File: config.mk
export PLATFORM = sky130hd
export DESIGN_NAME = dual_issue_sched
export DESIGN_NICKNAME = d
export VERILOG_FILES = /design/src/rtl/dual_issue_sched.sv
export SDC_FILE = /design/constraint.sdc
export NUM_CORES = 1
export LEC_CHECK = 0
export ABC_AREA = 1
export CAP_MARGIN = 15
export CORE_AREA = 2 2 125 102
export DETAILED_ROUTE_END_ITERATION = 10
export DIE_AREA = 0 0 127 104
export HOLD_SLACK_MARGIN = 0.1
export MAX_ROUTING_LAYER = met4
export PLACE_DENSITY = 0.89
export SYNTH_ARGS = -nofsm -noshare
export SYNTH_HDL_FRONTEND = slang
export SYNTH_SLANG_ARGS = --single-unit
File: constraint.sdc
create_clock -name clk -period 3 [get_ports clk]
set_input_delay 0.6 -clock clk [delete_from_list [all_inputs] [get_ports clk]]
set_output_delay 0.6 -clock clk [all_outputs]
set_load 0.05 [all_outputs]
File: src/rtl/dual_issue_sched.sv
// Dual-issue scheduler: decides per cycle whether to issue the fetched pair, A only, or nothing,
// tracking load-use hazards, branch resolution and performance counters.
module dual_issue_sched #(
  parameter int CNT_W = 32
) (
  input  logic             clk,
  input  logic             rs,
  input  logic             in_valid,
  input  logic [31:0]      i1,
  input  logic [31:0]      i2,
  input  logic             hold,
  input  logic             br_done,
  output logic             issue_a,
  output logic             issue_b,
  output logic [1:0]       pc_adv,
  output logic             we1,
  output logic             we2,
  output logic [4:0]       w1addr,
  output logic [4:0]       w2addr,
  output logic             mem_b,
  output logic             ctrl_a,
  output logic [CNT_W-1:0] cnt_dual,
  output logic [CNT_W-1:0] cnt_stall
);

  typedef enum logic {S_ISSUE, S_WAIT_BR} state_t;

  state_t             state_q, state_d;
  logic               ld_v_q, ld_v_d;
  logic [4:0]         ld_r_q, ld_r_d;
  logic [CNT_W-1:0]   cnt_dual_q, cnt_dual_d;
  logic [CNT_W-1:0]   cnt_stall_q, cnt_stall_d;

  genvar gi;
  generate
    for (gi = 0; gi < 2; gi++) begin : g_dec
      logic [31:0] ins;
      logic [4:0]  rs_f, rt_f, dst;
      logic        rd_rs, rd_rt, is_mem, is_ld, is_ctl, ld_hit;

      assign ins  = (gi == 0) ? i1 : i2;
      assign rs_f = ins[25:21];
      assign rt_f = ins[20:16];

      always_comb begin
        rd_rs  = 1'b0;
        rd_rt  = 1'b0;
        dst    = 5'd0;
        is_mem = 1'b0;
        is_ld  = 1'b0;
        is_ctl = 1'b0;
        case (ins[31:26])
          6'b000000: begin
            rd_rs = 1'b1;
            if (ins[5:0] == 6'b001000) begin
              is_ctl = 1'b1;
            end else begin
              rd_rt = 1'b1;
              dst   = ins[15:11];
            end
          end
          6'b001000: begin rd_rs = 1'b1; dst = rt_f; end
          6'b100011: begin rd_rs = 1'b1; dst = rt_f; is_mem = 1'b1; is_ld = 1'b1; end
          6'b101011: begin rd_rs = 1'b1; rd_rt = 1'b1; is_mem = 1'b1; end
          6'b000100: begin rd_rs = 1'b1; rd_rt = 1'b1; is_ctl = 1'b1; end
          6'b000011: begin dst = 5'd31; is_ctl = 1'b1; end
          default: ;
        endcase
      end

      // ld_r_q is never $0 while ld_v_q is set, so reads of $0 never match
      assign ld_hit = ld_v_q && ((rd_rs && rs_f == ld_r_q) || (rd_rt && rt_f == ld_r_q));
    end
  endgenerate

  logic raw_ab, waw_ab, b_blocked;
  logic iss_a, iss_b;
  logic [1:0] adv;

  assign raw_ab = (g_dec[0].dst != 5'd0) &&
                  ((g_dec[1].rd_rs && g_dec[1].rs_f == g_dec[0].dst) ||
                   (g_dec[1].rd_rt && g_dec[1].rt_f == g_dec[0].dst));
  assign waw_ab = (g_dec[0].dst != 5'd0) && (g_dec[1].dst == g_dec[0].dst);
  assign b_blocked = g_dec[1].is_ctl || raw_ab || waw_ab ||
                     (g_dec[0].is_mem && g_dec[1].is_mem) || g_dec[1].ld_hit;

  always_comb begin
    iss_a       = 1'b0;
    iss_b       = 1'b0;
    adv         = 2'd0;
    state_d     = state_q;
    ld_v_d      = ld_v_q;
    ld_r_d      = ld_r_q;
    cnt_dual_d  = cnt_dual_q;
    cnt_stall_d = cnt_stall_q;
    if (hold) begin
      // A branch resolving during a downstream stall must not be lost
      if (state_q == S_WAIT_BR && br_done) state_d = S_ISSUE;
    end else begin
      ld_v_d = 1'b0;
      case (state_q)
        S_ISSUE: begin
          if (in_valid && !g_dec[0].ld_hit) begin
            iss_a = 1'b1;
            if (g_dec[0].is_ctl) begin
              state_d = S_WAIT_BR;
            end else if (b_blocked) begin
              adv = 2'd1;
            end else begin
              iss_b = 1'b1;
              adv   = 2'd2;
            end
          end
        end
        S_WAIT_BR: if (br_done) state_d = S_ISSUE;
        default: state_d = S_ISSUE;
      endcase
      if (iss_a && g_dec[0].is_ld && g_dec[0].dst != 5'd0) begin
        ld_v_d = 1'b1;
        ld_r_d = g_dec[0].dst;
      end else if (iss_b && g_dec[1].is_ld && g_dec[1].dst != 5'd0) begin
        ld_v_d = 1'b1;
        ld_r_d = g_dec[1].dst;
      end
      if (iss_b) cnt_dual_d = cnt_dual_q + CNT_W'(1);
      if (in_valid && !iss_a) cnt_stall_d = cnt_stall_q + CNT_W'(1);
    end
  end

  always_ff @(posedge clk) begin
    if (rs) begin
      state_q     <= S_ISSUE;
      ld_v_q      <= 1'b0;
      ld_r_q      <= 5'd0;
      cnt_dual_q  <= '0;
      cnt_stall_q <= '0;
    end else begin
      state_q     <= state_d;
      ld_v_q      <= ld_v_d;
      ld_r_q      <= ld_r_d;
      cnt_dual_q  <= cnt_dual_d;
      cnt_stall_q <= cnt_stall_d;
    end
  end

  assign issue_a   = iss_a & ~rs;
  assign issue_b   = iss_b & ~rs;
  assign pc_adv    = rs ? 2'd0 : adv;
  assign we1       = issue_a && (g_dec[0].dst != 5'd0);
  assign we2       = issue_b && (g_dec[1].dst != 5'd0);
  assign w1addr    = we1 ? g_dec[0].dst : 5'd0;
  assign w2addr    = we2 ? g_dec[1].dst : 5'd0;
  assign mem_b     = issue_b & g_dec[1].is_mem;
  assign ctrl_a    = issue_a & g_dec[0].is_ctl;
  assign cnt_dual  = rs ? '0 : cnt_dual_q;
  assign cnt_stall = rs ? '0 : cnt_stall_q;

endmodule

## Word-level counts from Yosys, hierarchy flattened

Index checks and enable logic that the tools add are counted.

| operators by class | value |
|---|---|
| reductions and logical operators | 47 |
| bitwise logic cells | 7 |
| equal/unequal tests | 20 |
| mux-type cells | 48 |
| add/subtract/negate cells | 2 |

Operators by type and width:

| kind | count |
|---|---|
| $add A32 B1 Y32 const B | 2 |
| $mux W32 | 2 |
| $eq A5 B5 Y1 | 7 |
| $mux W5 | 6 |
| $pmux W5 S3 | 2 |
| $mux W1 | 27 |
| $eq A6 B4 Y1 const B | 4 |
| $eq A6 B6 Y1 const B | 4 |
| $logic_and A1 B1 Y1 | 20 |
| $reduce_or A2 Y1 | 8 |
| $eq A6 B2 Y1 const B | 2 |
| $eq A6 B3 Y1 const B | 2 |
| $logic_not A6 Y1 | 2 |
| $mux W2 | 6 |
| $pmux W1 S2 | 5 |
| $reduce_bool A5 Y1 | 2 |
| $reduce_or A5 Y1 | 2 |
| $logic_or A1 B1 Y1 | 7 |
| $reduce_and A2 Y1 | 3 |
| $and A1 B1 Y1 | 4 |
| $not A1 Y1 | 3 |
| $logic_not A1 Y1 | 2 |
| $ne A2 B1 Y1 const B | 1 |
| $reduce_bool A2 Y1 | 1 |

| storage, ports and cells | value |
|---|---|
| logic and storage cells | 129 |
| bits in registers | 71 |
| bits of input ports | 69 |
| output and inout bits | 82 |

## Depth between registers and ports, before layout

Gate-level depths: netlist of the first run.

| depth | value |
|---|---|
| word-level depth | 20 |
| gate-level depth with buffers | 20 |
| gate-level depth less buffers | 19 |

## Least setup slack after synthesis of the first run

Ideal clock, no wire load.

| path | value |
|---|---|
| kind | input to output |
| from | input i1[1] |
| to | output w1addr[0] |
| arrival | 4.287 ns |
| path buffers | 0 |
| data required time | 2.400 ns |
| setup slack | -1.887 ns |
| stages | 13 |
| path through | nor2_1 -> nand3_2 -> nand2_1 -> nand2_1 -> nand3_1 -> nand2_1 -> nand2_1 -> nand2_1 -> nor3_1 -> inv_1 -> nor2_1 -> inv_1 -> nor2_1 |

| between the ends | value |
|---|---|
| word-level cells in the longest chain between the ends | 15 |
| elaborated cells between the ends (all ways) | 18 |
| classes of those cells | 1 x eq/ne; 9 x mux; 1 x bitwise; 7 x reduce/logical |

Ends and longest elaborated chain:

| element | RTL line | text |
|---|---|---|
| start, declared | 9 | `input logic [31:0] i1,` |
| $eq A6 B4 Y1 | 55 | `if (ins[5:0] == 6'b001000) begin` |
| $mux W1 | 55 |  |
| $pmux W1 S2 | 52 | `case (ins[31:26])` |
| $logic_and A1 B1 Y1 | 72 | `assign ld_hit = ld_v_q && ((rd_rs && rs_f == ld_r_q) \|\| (rd_rt && rt_f == ld_r_q));` |
| $logic_or A1 B1 Y1 | 72 |  |
| $logic_and A1 B1 Y1 | 72 |  |
| $logic_not A1 Y1 | 103 | `if (in_valid && !g_dec[0].ld_hit) begin` |
| $logic_and A1 B1 Y1 | 103 |  |
| $mux W1 | 103 |  |
| $mux W1 | 101 | `case (state_q)` |
| $mux W1 (2 in a row) | 96 | `if (hold) begin` |
| $and A1 B1 Y1 | 146 | `assign issue_a = iss_a & ~rs;` |
| named net issue_a | 13 | `output logic issue_a,` |
| $logic_and A1 B1 Y1 | 149 | `assign we1 = issue_a && (g_dec[0].dst != 5'd0);` |
| named net we1 | 16 | `output logic we1,` |
| $mux W5 | 151 | `assign w1addr = we1 ? g_dec[0].dst : 5'd0;` |
| end, declared | 18 | `output logic [4:0] w1addr,` |

The timed path passes the listed nets, and every way through them passes these cells. The select of a mux whose other input is x is not followed.

## Worst setup path in the final report of the first run

| path | value |
|---|---|
| from | input i2[29] |
| to | output w2addr[1] |

| between the ends | value |
|---|---|
| word-level cells in the longest chain between the ends | 19 |
| elaborated cells between the ends (all ways) | 41 |
| classes of those cells | 6 x eq/ne; 12 x mux; 1 x bitwise; 22 x reduce/logical |

Ends and longest elaborated chain:

| element | RTL line | text |
|---|---|---|
| start, declared | 10 | `input logic [31:0] i2,` |
| branches (longest 18 deep; another with $eq A6 B6 Y1) | -- |  |
| $mux W5 * | 152 | `assign w2addr = we2 ? g_dec[1].dst : 5'd0;` |
| end, declared | 19 | `output logic [4:0] w2addr,` |

Mark *: on every way between the ends. The select of a mux whose other input is x is not followed.

==> impl_metrics.json, run 1 <==
{
  "status": "complete, but fails checks",
  "violations": "setup timing",
  "max_cap_viol_count": 0,
  "cp.required_ns": 2.40,
  "fin_util": 0.788,
  "syn_inst": 998,
  "wl_per_cell_um": 17.9,
  "io_buffers": 140,
  "crit_arrival_ns": 3.19,
  "postCtsHoldBufs": 0,
  "vias_per_cell": 5.84,
  "dp_hpwl_um": 14800,
  "synth_top_family_by_area": "simple AND/OR/NAND/NOR gates",
  "fmax_mhz": 264,
  "yosys.area.top_type": "dfxtp_1",
  "synth.avg_cell_area_um2": 6.00,
  "grt_max_degree": 51,
  "cp_max_fo": 6,
  "p_clk_frac": 0.452,
  "startpoint_type": "input port",
  "io_pins": 151,
  "final.setup.worst_slack_ns": -0.795,
  "yosys-top-cells-area": "dfxtp_1 (24%), nand2_1 (15%), nor2_1 (9.5%)",
  "synth_compound_area_frac": 0.0914,
  "netlist.area_leader.share": 0.238,
  "setup_viol": 16,
  "holdWs_ns": 0.468,
  "antenna_found_initial": 2,
  "postRouteAntennaNets": 0,
  "path_clk_slew_ns": 0.06,
  "synth-simple-area-share": 0.464,
  "initial_core_util": 0.499,
  "tightest_slew_ns": 0.640,
  "synthMuxAreaShare": 0,
  "syn_nets": 1069,
  "final_cell_area_um2": 9440,
  "drt_iter0_drc": 1131,
  "relSlewSlack": 0.573,
  "rr_worst_depth": 16,
  "holdPathEnd": "cnt_dual_q[31]",
  "hold_depth": 2,
  "yosys.area_share.adder": 0.00418,
  "total_power_mw": 2.67,
  "ys.flop_type": "dfxtp_1",
  "grt_pass1_vias": 7235,
  "cts_root_buf": "clkbuf_16",
  "cts_inserted_buffers": 9,
  "synth_xor_area_frac": 0.0863,
  "chipWidth_um": 127,
  "ir_worst_vdd_uv": 296,
  "synth_seq_area_share": 0.238,
  "post-place-ws_ns": -0.688,
  "rrSetupSlack_ns": 0.21,
  "async_flop_share": 0,
  "reg2reg_from": "ld_r_q[1]",
  "core-area_um2": 12000,
  "ctsHtreeMaxLevel": 3,
  "seqPwrFrac": 0.356,
  "maxSlewViolCount": 0,
  "synth_edf_count": 0,
  "cts_tree": "done",
  "finalHoldViolCount": 0,
  "fin_skew_ns": 0.00846,
  "place_congestion": 0.971,
  "die_area_um2": 13200,
  "grt_overflow": 0,
  "fin_crit_ns": 3.79,
  "yosys_warnings": 0,
  "die_y_um": 104,
  "rsz0062_at_grt": "yes",
  "first_pass_iters": 7,
  "syn_area_um2": 5980,
  "routed_wirelength_um": 24800,
  "switchingPower_uw": 726,
  "worstSkewPairLatency_ns": 0.34,
  "p_int_mw": 1.94,
  "finalCritPeriodShare": 1.26,
  "syn2layout_area_growth_pct": 57.8,
  "ys_ff_latch": 71,
  "vias": 8101,
  "swShare": 0.272,
  "rows": 36,
  "reg2reg_to": "ld_r_q[3]",
  "hp-start": "cnt_dual_q[31]",
  "drive_gt1_frac": 0.293,
  "synth_common_cells": "nand2_1 (235), nor2_1 (152), inv_1 (128), nand3_1 (75), dfxtp_1 (71)",
  "p_per_area_nw_per_um2": 282,
  "crit_path_end_kind": "output pin",
  "combinationalPowerShare": 0.192,
  "hold_class": "flip-flop to flip-flop",
  "cellLeakagePower_nw": 3.94,
  "track_usage": 0.330,
  "cts_buffer_depth": 2,
  "worstSetupPathType": "input port to output pin",
  "nets": 1300,
  "grt_pass1_wl_um": 35000,
  "placed_area_um2": 8250,
  "synth.distinct_cells": 41,
  "clkSinkCount": 71,
  "yosysMostFrequentCell": "nand2_1",
  "drc_errors": 0
}
-- routing by layer --
layer,GRT usage,wire length [um],up-vias
met3,0.0648,2550,156
met4,0.122,1560,0
met1,0.406,9240,3683
met2,0.538,11500,615
met5,-,0,-
li1,-,-,3647
-- how the worst max path moves through the flow --
stage                      to  startpoint  slack [ns]  cells past startpoint
finish              w2addr[1]      i2[29]       -0.79                     18
global route        w2addr[1]       i2[0]       -0.82                     19
CTS                 pc_adv[0]      i1[26]       -0.35                     17
detailed placement        we2      i2[29]       -0.69                     19
global placement          we2      i1[28]       -0.69                     18
floorplan           w1addr[1]       i1[5]       -0.44                     13
-- state kept, by name, summed over array words and instances (netlist names) --
signal       count
ld_r_q           5
ld_v_q           1
state_q          1
cnt_dual_q      32
cnt_stall_q     32
-- cell type report --
type | instances | area [um2]
Antenna cell | 2 | 5.00
Clock buffer | 11 | 253
Clock inverter | 5 | 80.1
Fill cell | 810 | 2540
Inverter | 138 | 528
Multi-Input combinational cell | 756 | 4440
Sequential cell | 71 | 1420
Tap cell | 152 | 190
Timing Repair Buffer | 253 | 2530
-- metrics by stage --
stage,TNS [ns],std cells
after floorplan,-4.24,998
after global placement,-13.68,1328
after detailed placement,-15.60,1328
after CTS,-3.70,1375
after global routing,-8.51,1388
final,-7.61,1388
-- power groups by stage --
stage | combinational, mW | clock (mW) | sequential (mW)
5_1_grt | 0.535 | 1.24 | 0.950
6_report | 0.511 | 1.20 | 0.950
2_1_floorplan | 0.219 | 0 | 0.970
3_5_place_dp | 0.404 | 0 | 0.971
3_3_place_gp | 0.399 | 0 | 0.971
4_1_cts | 0.448 | 1.19 | 0.950
-- placed cells by master, fill, tap and decap left out, types with 17 or more instances in the layout --
master,n
a21oi_1,46
a21oi_2,20
buf_12,26
buf_4,124
buf_6,27
clkdlybuf4s50_1,51
dfxtp_1,70
inv_1,121
nand2_1,208
nand2_2,42
nand3_1,61
nand3_4,19
nand4_1,25
nor2_1,128
nor2_4,28
nor3_1,37
o21ai_0,17
xor2_1,54
-- timing repair --
item                       4_1_cts  5_1_grt
pin swaps                       71       45
hold endpoints to repair         0        0
cloned                           1        0
setup endpoints to repair       19       17
gates resized for setup        166       64
setup buffers                   30       13
-- cell families after synthesis --
kind of cell | Yosys count
compound gates | 92
xor+xnor | 59
fa+ha+maj | 2
buf+inv | 171
flops | 71
simple gates | 603
-- worst max-delay path: stages --
cell and delay, ns:
buf_6 0.10, inv_2 0.06, nor2_1 0.06, nand3_1 0.15, nand2_2 0.14, buf_4 0.17
nor2_1 0.17, nand2_1 0.13, nand4_1 0.09, nand2_1 0.08, a211oi_2 0.29, and2_4 0.24
buf_12 0.11, nand2_8 0.05, nor2_4 0.19, nand2_8 0.12, nor2_4 0.22, buf_12 0.18
(Power assumes the default switching activity.)
==> run 2: changes to the inputs <==
- clock period: 3 -> 4 ns (I/O delays scaled with it)
==> impl_metrics.json, run 2 (synthesized netlist as in run 1, its figures left out) <==
{
  "grt_overflow": 0,
  "finalHoldViolCount": 0,
  "place_congestion": 0.981,
  "vias": 7178,
  "final.setup.worst_slack_ns": 0.122,
  "ctsHtreeMaxLevel": 3,
  "switchingPower_uw": 489,
  "cp_cell_sequence": "clkdlybuf4s15_1 -> nor2_4 -> nand2_4 -> nor2_8 -> nand3_2 -> buf_4 -> nand4_1 -> nand2_1 -> nor2_1 -> nand3_1 -> nand3_1 -> nand2_1 -> and2_4 -> buf_4 -> nor4_2 -> buf_4 -> buf_12",
  "final_cell_mix": "nand2_1 (228), nor2_1 (131), inv_1 (126), clkdlybuf4s50_1 (102), dfxtp_1 (71)",
  "path_clk_slew_ns": 0.06,
  "fmax_mhz": 258,
  "drt_iter0_drc": 574,
  "initial_core_util": 0.499,
  "fin_setup_tns_ns": 0,
  "antenna_found_initial": 0,
  "relSlewSlack": 0.565,
  "startpoint_type": "input port",
  "chipWidth_um": 127,
  "crit_top_cell": "buf_4",
  "slowest_delay_ns": 0.25,
  "cts_buffer_depth": 2,
  "grt_pass1_vias": 6581,
  "tightest_slew_ns": 0.645,
  "finalCritPeriodShare": 0.969,
  "vias_per_cell": 5.38,
  "max_cap_viol_count": 0,
  "cts_root_buf": "clkbuf_16",
  "io_pins": 151,
  "final_common_cell": "nand2_1",
  "antennaDiodeCount": 0,
  "worstSetupPathType": "input port to output pin",
  "cp_max_fo": 6,
  "post-place-ws_ns": -0.0725,
  "crit_path_end_kind": "output pin",
  "fin_skew_ns": 0.00633,
  "swShare": 0.268,
  "cts_inserted_buffers": 9,
  "track_usage": 0.293,
  "die_area_um2": 13200,
  "seqPwrFrac": 0.391,
  "grt_max_degree": 42,
  "cellLeakagePower_nw": 3.54,
  "grt_pass1_wl_um": 31200,
  "first_pass_iters": 6,
  "clkSinkCount": 71,
  "wl_per_cell_um": 14.7,
  "routed_wirelength_um": 19600,
  "syn2layout_area_growth_pct": 45.4,
  "die_y_um": 104,
  "maxSlewViolCount": 0,
  "p_clk_frac": 0.443,
  "nets": 1248,
  "worstSkewPairLatency_ns": 0.34,
  "crit_arrival_ns": 3.08,
  "p_per_area_nw_per_um2": 209,
  "drive_gt1_frac": 0.184,
  "cts_tree": "done",
  "io_buffers": 140,
  "hold_class": "flip-flop to flip-flop",
  "reg.largest.list": "cnt_dual_q x32, cnt_stall_q x32, ld_r_q x5",
  "core-area_um2": 12000,
  "setup_viol": 0,
  "rows": 36,
  "p_int_mw": 1.33,
  "fin_crit_ns": 3.88,
  "postRouteAntennaNets": 0,
  "cp.required_ns": 3.20,
  "ir_worst_vdd_uv": 205,
  "critical_path.slowest_cell": "clkdlybuf4s15_1",
  "dp_hpwl_um": 14500,
  "combinationalPowerShare": 0.166,
  "status": "complete, no violations",
  "drc_errors": 0
}
==> run 2: cell count changes in the layout (fill, tap and decap cells not counted), sizes merged <==
cell           before  now
buf               182   79
clkinv              2    3
clkdlybuf4s15       4    1
clkdlybuf4s50      51  102
bufinv              2    1
clkinvlp            4    2
nand3              88   89
dlymetal6s2s        6   16
dlygate4sd2         8    2
diode               2    0
==> run 2: final cells by class <==
type	count	area (um2)
Fill cell	955	3280
Timing Repair Buffer	200	2100
Tap cell	152	190
Clock inverter	3	42.5
Clock buffer	13	250
Inverter	138	522
Sequential cell	71	1420
Multi-Input combinational cell	757	4180
==> run 2: power by group through the flow <==
stage / registers [mW] / logic [mW] / clock network (mW)
after CTS: 0.713 / 0.282 / 0.805
final: 0.713 / 0.303 / 0.806
after floorplan: 0.728 / 0.155 / 0
after global routing: 0.713 / 0.325 / 0.842
after detailed placement: 0.728 / 0.276 / 0
after global placement: 0.728 / 0.271 / 0
==> run 2: layer usage <==
metal,global-route usage,share of wire,vias to the layer above
li1,-,-,3546
met1,0.396,0.43,3286
met2,0.457,0.47,308
met3,0.0571,0.079,38
met4,0.0644,0.018,0
met5,-,0,-
==> run 2: worst paths after layout <==
| path | start | endpoint | slack, ns | cells after the start |
|---|---|---|---|---|
| max reg2reg | ld_r_q[1] | ld_r_q[2] | 1.25 | 13 |
| max | i1[28] | pc_adv[0] | 0.12 | 17 |
| min | cnt_dual_q[31] | cnt_dual_q[31] | 0.46 | 2 |
| min reg2reg | cnt_dual_q[31] | cnt_dual_q[31] | 0.46 | 2 |
==> run 2: repair_timing <==
action                     CTS  global route
pin swaps                    5            38
buffers inserted             2            12
setup endpoints to repair   11            15
gates resized for setup     23            57
hold buffers                 0             0
gates cloned                 0             1
==> run 2: critical path: cells and delay by family <==
kind / cells / cell delay [ns]
buf+inv: 5 / 0.83
simple gates: 12 / 1.45
==> run 2: metrics by stage <==
stage	cells	util	instance area, um2	hold slack, ns	power [mW]
3_5_place_dp	1303	0.666	7990	0.454	1.00
5_1_grt	1334	0.726	8700	0.493	1.88
4_1_cts	1321	0.700	8380	0.463	1.80
2_1_floorplan	998	-	6040	0.440	0.883
6_report	1334	0.726	8700	0.461	1.82
3_3_place_gp	1303	0.666	7990	0.450	0.999
==> patch 1: new RTL, settings of run 2 <==
Change the parameter `CNT_W` from 32 to 24.
--- a/src/rtl/dual_issue_sched.sv
+++ b/src/rtl/dual_issue_sched.sv
@@ -3,3 +3,3 @@
 module dual_issue_sched #(
-  parameter int CNT_W = 32
+  parameter int CNT_W = 24
 ) (
Interface: changed (resized cnt_dual and cnt_stall); port bits go from 151 to 135. The function was not compared with the original's and may differ.
==> patch 1 against run 2 <==
- cell area shrank 16%
- worst setup slack lost 0.045 ns
- sequential cell count shrank 16
- fmax shrank 1.1%
- area after synthesis shrank 23%
- sequential power shrank 22%
- total power shrank 28%
- sequential share of layout area shrank 1.2 points
- routed wire length shrank 16%
- clock power shrank 42%
- critical path type unchanged
- critical endpoint is now w2addr[4]
- largest power group is now registers
==> patch 1: results (changes against run 2) <==
status - completed
maximum VDD drop - 0.162 mV (-21%)
Post-DP Area - 0.00655 mm2 (-18%)
detailed-route via count - 5984 (-17%)
largest net degree at the start of global routing - 40 (-4.8%)
Slowest cell on crit path - clkdlybuf4s50_1
hpwl dp - 11700 um (-19%)
largest registers - cnt_dual_q: 24 flops, cnt_stall_q: 24 flops, ld_r_q: 5 flops
gr usage total - 24.4% (-4.9 points)
post-synth cell types - 32 (-22%)
Skew-Pair Late Insertion Delay - 0.29 ns (-0.05 ns)
vias in the first global route - 5640 (-14%)
Synth Area per Inst - 5.81 um2 (-3.2%)
drt total wl - 16500 um (-16%)
PortBufs - 124 (-11%)
synth top area cells - dfxtp_1 (24%), nand2_1 (16%), nor2_1 (11%), inv_1 (9.0%), xor2_1 (7.6%)
syn nets - 865 (-19%)
top post-synthesis cells by count - nand2_1 (195), nor2_1 (129), inv_1 (110)
Pleak - 2.98 nW (-16%)
first-pass GRT wire length - 26300 um (-16%)
slowest stage delay, CP - 0.41 ns (+0.16 ns)
drt first-iter violations - 607 (+5.7%)
htree depth - 2 (-1)
register area share after synthesis - 23.9% (+0.13 points)
Post-layout nets - 1045 (-16%)
Max FO, Critical Path - 7 (+1)
patch 1: cell count changes in the layout (fill, tap and decap cells not counted), sizes merged, moves of 16 or more:
cell	before	now
nand2	259	198
nor2	166	135
inv	135	116
a21oi	67	50
clkdlybuf4s50	102	85
dfxtp	71	55
patch 1: per-layer routing:
layer  up-vias  GRT usage (%)  wire, um
met3        49           3.24      1330
met5         -              -         0
met1      2733           32.7      7070
met4         0           6.75       439
met2       300           38.8      7630
li1       2902              -         -
patch 1: cell type report:
type                    instances  area [um2]
fillers                      1042        4700
repair buffers                197        1990
inverters                     116         438
well taps                     152         190
clock buffers                   8         156
multi-input cells             599        3400
flip-flops and latches         55        1100
patch 1: worst paths after layout:
check | slack [ns] | from | cells past startpoint | endpoint
setup reg to reg | 1.40 | ld_r_q[0] | 15 | ld_r_q[1]
hold reg to reg | 0.47 | cnt_dual_q[22] | 2 | cnt_dual_q[22]
setup / recovery | 0.08 | i2[1] | 17 | w2addr[4]
hold / removal | 0.47 | cnt_dual_q[22] | 2 | cnt_dual_q[22]
patch 1: cells by family after synthesis:
kind of cell | synth area share (%)
and+or+nand+nor | 47.7
buffers and inverters | 11.7
AOI/OAI and AO/OA | 7.65
DFF | 23.9
xor gates and xnor gates | 8.55
adders and majority gates | 0.543
patch 1: where the power goes:
group | total (W) | internal (W) | switching (W) | leakage, nW
clock | 0.000469 | 0.000267 | 0.000201 | 0.0772
combinational | 0.000292 | 0.000127 | 0.000165 | 2.46
sequential | 0.000554 | 0.000550 | 0.00000332 | 0.443
patch 1: worst max-delay path, delay by kind of cell:
family	cells	cell delay, ns
AOI/OAI and AO/OA	1	0.19
and+or+nand+nor	12	1.25
buffers and inverters	4	0.87
patch 1: what timing repair did:
action                     CTS  global route
pin swaps                   45            33
resized for setup           76            44
setup endpoints to repair    7            15
buffers inserted            14             9
==> patch 2: new RTL, flow settings as in run 2 <==
Made on the original files. Put a register stage on the outputs `cnt_dual` and `cnt_stall`, without a reset. The values now appear one clock later. The other outputs are not delayed to match.
--- a/src/rtl/dual_issue_sched.sv
+++ b/src/rtl/dual_issue_sched.sv
@@ -154,4 +154,6 @@
   assign ctrl_a    = issue_a & g_dec[0].is_ctl;
-  assign cnt_dual  = rs ? '0 : cnt_dual_q;
-  assign cnt_stall = rs ? '0 : cnt_stall_q;
+  always_ff @(posedge clk) begin
+    cnt_dual  <= rs ? '0 : cnt_dual_q;
+    cnt_stall <= rs ? '0 : cnt_stall_q;
+  end
 
Behaviour: not the same (Yosys sat finds a counterexample within 4 cycles, from zero or initial values).
==> patch 2 against run 2 <==
- worst setup slack lost 0.071 ns
- clock skew grew 0.0059 ns
- cell area grew 17%
- routed wire length grew 16%
- sequential cell count grew 64
- total power grew 81%
- non-clock buffer count shrank 7
- area after synthesis grew 17%
- clock power grew 100%
==> patch 2: results (changes against run 2) <==
CTS buffer count - 17 (+8)
routed vias/inst - 5.59 (+4.0%)
hpwl dp - 15100 um (+4.0%)
multi-input combinational area share - 40.4% (-7.6 points)
Post-DP Area - 0.00898 mm2 (+12%)
buffering overhead - 19.9% (-4.2 points)
Seq/total area - 26.5% (+10 points)
clk tree area frac - 6.12% (+2.8 points)
top post-synthesis cells by count - nand2_1 (253), nor2_1 (152), dfxtp_1 (135)
non-clock buffer count - 193 (-3.5%)
drt first-iter violations - 800 (+39%)
reg-to-reg setup timing slack - 1.17 ns (-0.08 ns)
syn nets - 1126 (+5.3%)
Max FO, Critical Path - 7 (+1)
Worst Path Arrival - 3.15 ns (+0.07 ns)
htree depth - 4 (+1)
Int Pwr - 0.00249 W (+87%)
hold depth - 2 (unchanged)
yosys warns - 0 (unchanged)
multi-input gates - 745 (-1.6%)
largest net degree at the start of global routing - 86 (+100%)
layout cells sized above 1 - 16.2% (-2.2 points)
first-pass GRT wire length - 34100 um (+9.1%)
Post-Syn Area - 0.00701 mm2 (+17%)
met3 Use GR - 6.89% (+1.2 points)
Skew-Pair Late Insertion Delay - 0.42 ns (+0.08 ns)
Slowest cell on crit path - clkdlybuf4s50_1
slowest stage delay, CP - 0.41 ns (+0.16 ns)
clk_skew - 0.0122 ns (+0.00585 ns)
Pleak - 4.13 nW (+17%)
Synth Area per Inst - 6.64 um2 (+11%)
register area share after synthesis - 38.6% (+15 points)
maximum VDD drop - 0.367 mV (+79%)
clock buf count - 19 (+6)
synth top area cells - dfxtp_1 (39%), nand2_1 (14%), nor2_1 (8.1%), xor2_1 (7.1%), inv_1 (7.1%)
M2 GR Usage - 50.3% (+4.6 points)
clk sinks - 135 (+90%)
inverters - 140 (+1.4%)
drt total wl - 22800 um (+16%)
post-synth cell types - 33 (-20%)
drt first pass iters - 5 (-1)
global placement routability congestion - 0.978 (-0.30%)
vias in the first global route - 7060 (+7.3%)
# fillers - 696 (-27%)
PortBufs - 140 (unchanged)
Max-slew headroom - 43.2% (-13 points)
Peak Freq - 253 MHz (-1.8%)
status - completed
post-DR wirelength/cell - 16.3 um (+11%)
Hold Slack - 0.471 ns (+0.0101 ns)
gr usage total - 32.8% (+3.4 points)
DP Worst Slack - -0.121 ns (-0.0482 ns)
Post-layout nets - 1303 (+4.4%)
patch 2: repair_timing:
| item | 4_1_cts | 5_1_grt |
|---|---|---|
| setup endpoints to repair | 9 | 16 |
| buffers inserted | 2 | 11 |
| gates resized for setup | 14 | 105 |
| cloned | 0 | 0 |
| pin swaps | 3 | 45 |
| hold buffers | 0 | 0 |
patch 2: cell families after synthesis:
group | synth area share (%)
AND/OR/NAND/NOR | 37.5
adder cells (fa/ha/maj) | 0.357
XOR/XNOR | 7.62
flip-flops | 38.6
AO/OA/AOI/OAI | 6.36
buffers and inverters | 9.61
patch 2: worst reg2reg max path: stages, from the launching register on:
cell and delay, ns:
dfxtp_1 0.43, inv_1 0.15, or2_0 0.22, nand4_1 0.07
nor3_1 0.06, nand3_1 0.07, nand2_1 0.09, nand2_2 0.09
nand2_4 0.09, nor2_4 0.20, buf_4 0.39, nand4_1 0.49
a21oi_1 0.32, nor2_1 0.07
patch 2: power by group through the flow:
stage          sequential, W  clock [W]  combinational (W)
2_1_floorplan        0.00139          0           0.000130
3_3_place_gp         0.00138          0           0.000256
3_5_place_dp         0.00138          0           0.000261
4_1_cts              0.00135    0.00164           0.000266
5_1_grt              0.00135    0.00170           0.000324
6_report             0.00135    0.00164           0.000306
patch 2: metal layers:
metal,share of wire [%],vias up
met2,47,431
li1,-,3715
met5,0,-
met1,42,3602
met3,8.6,67
met4,2.3,0
patch 2: worst max path at each step:
stage | endpoint | cells after the start | from
after floorplan | w1addr[0] | 13 | i1[5]
after global placement | w2addr[4] | 18 | i1[29]
after detailed placement | w2addr[3] | 18 | i1[29]
after CTS | w2addr[0] | 17 | i1[29]
after global routing | w2addr[1] | 17 | i2[5]
final | w2addr[1] | 17 | i2[5]
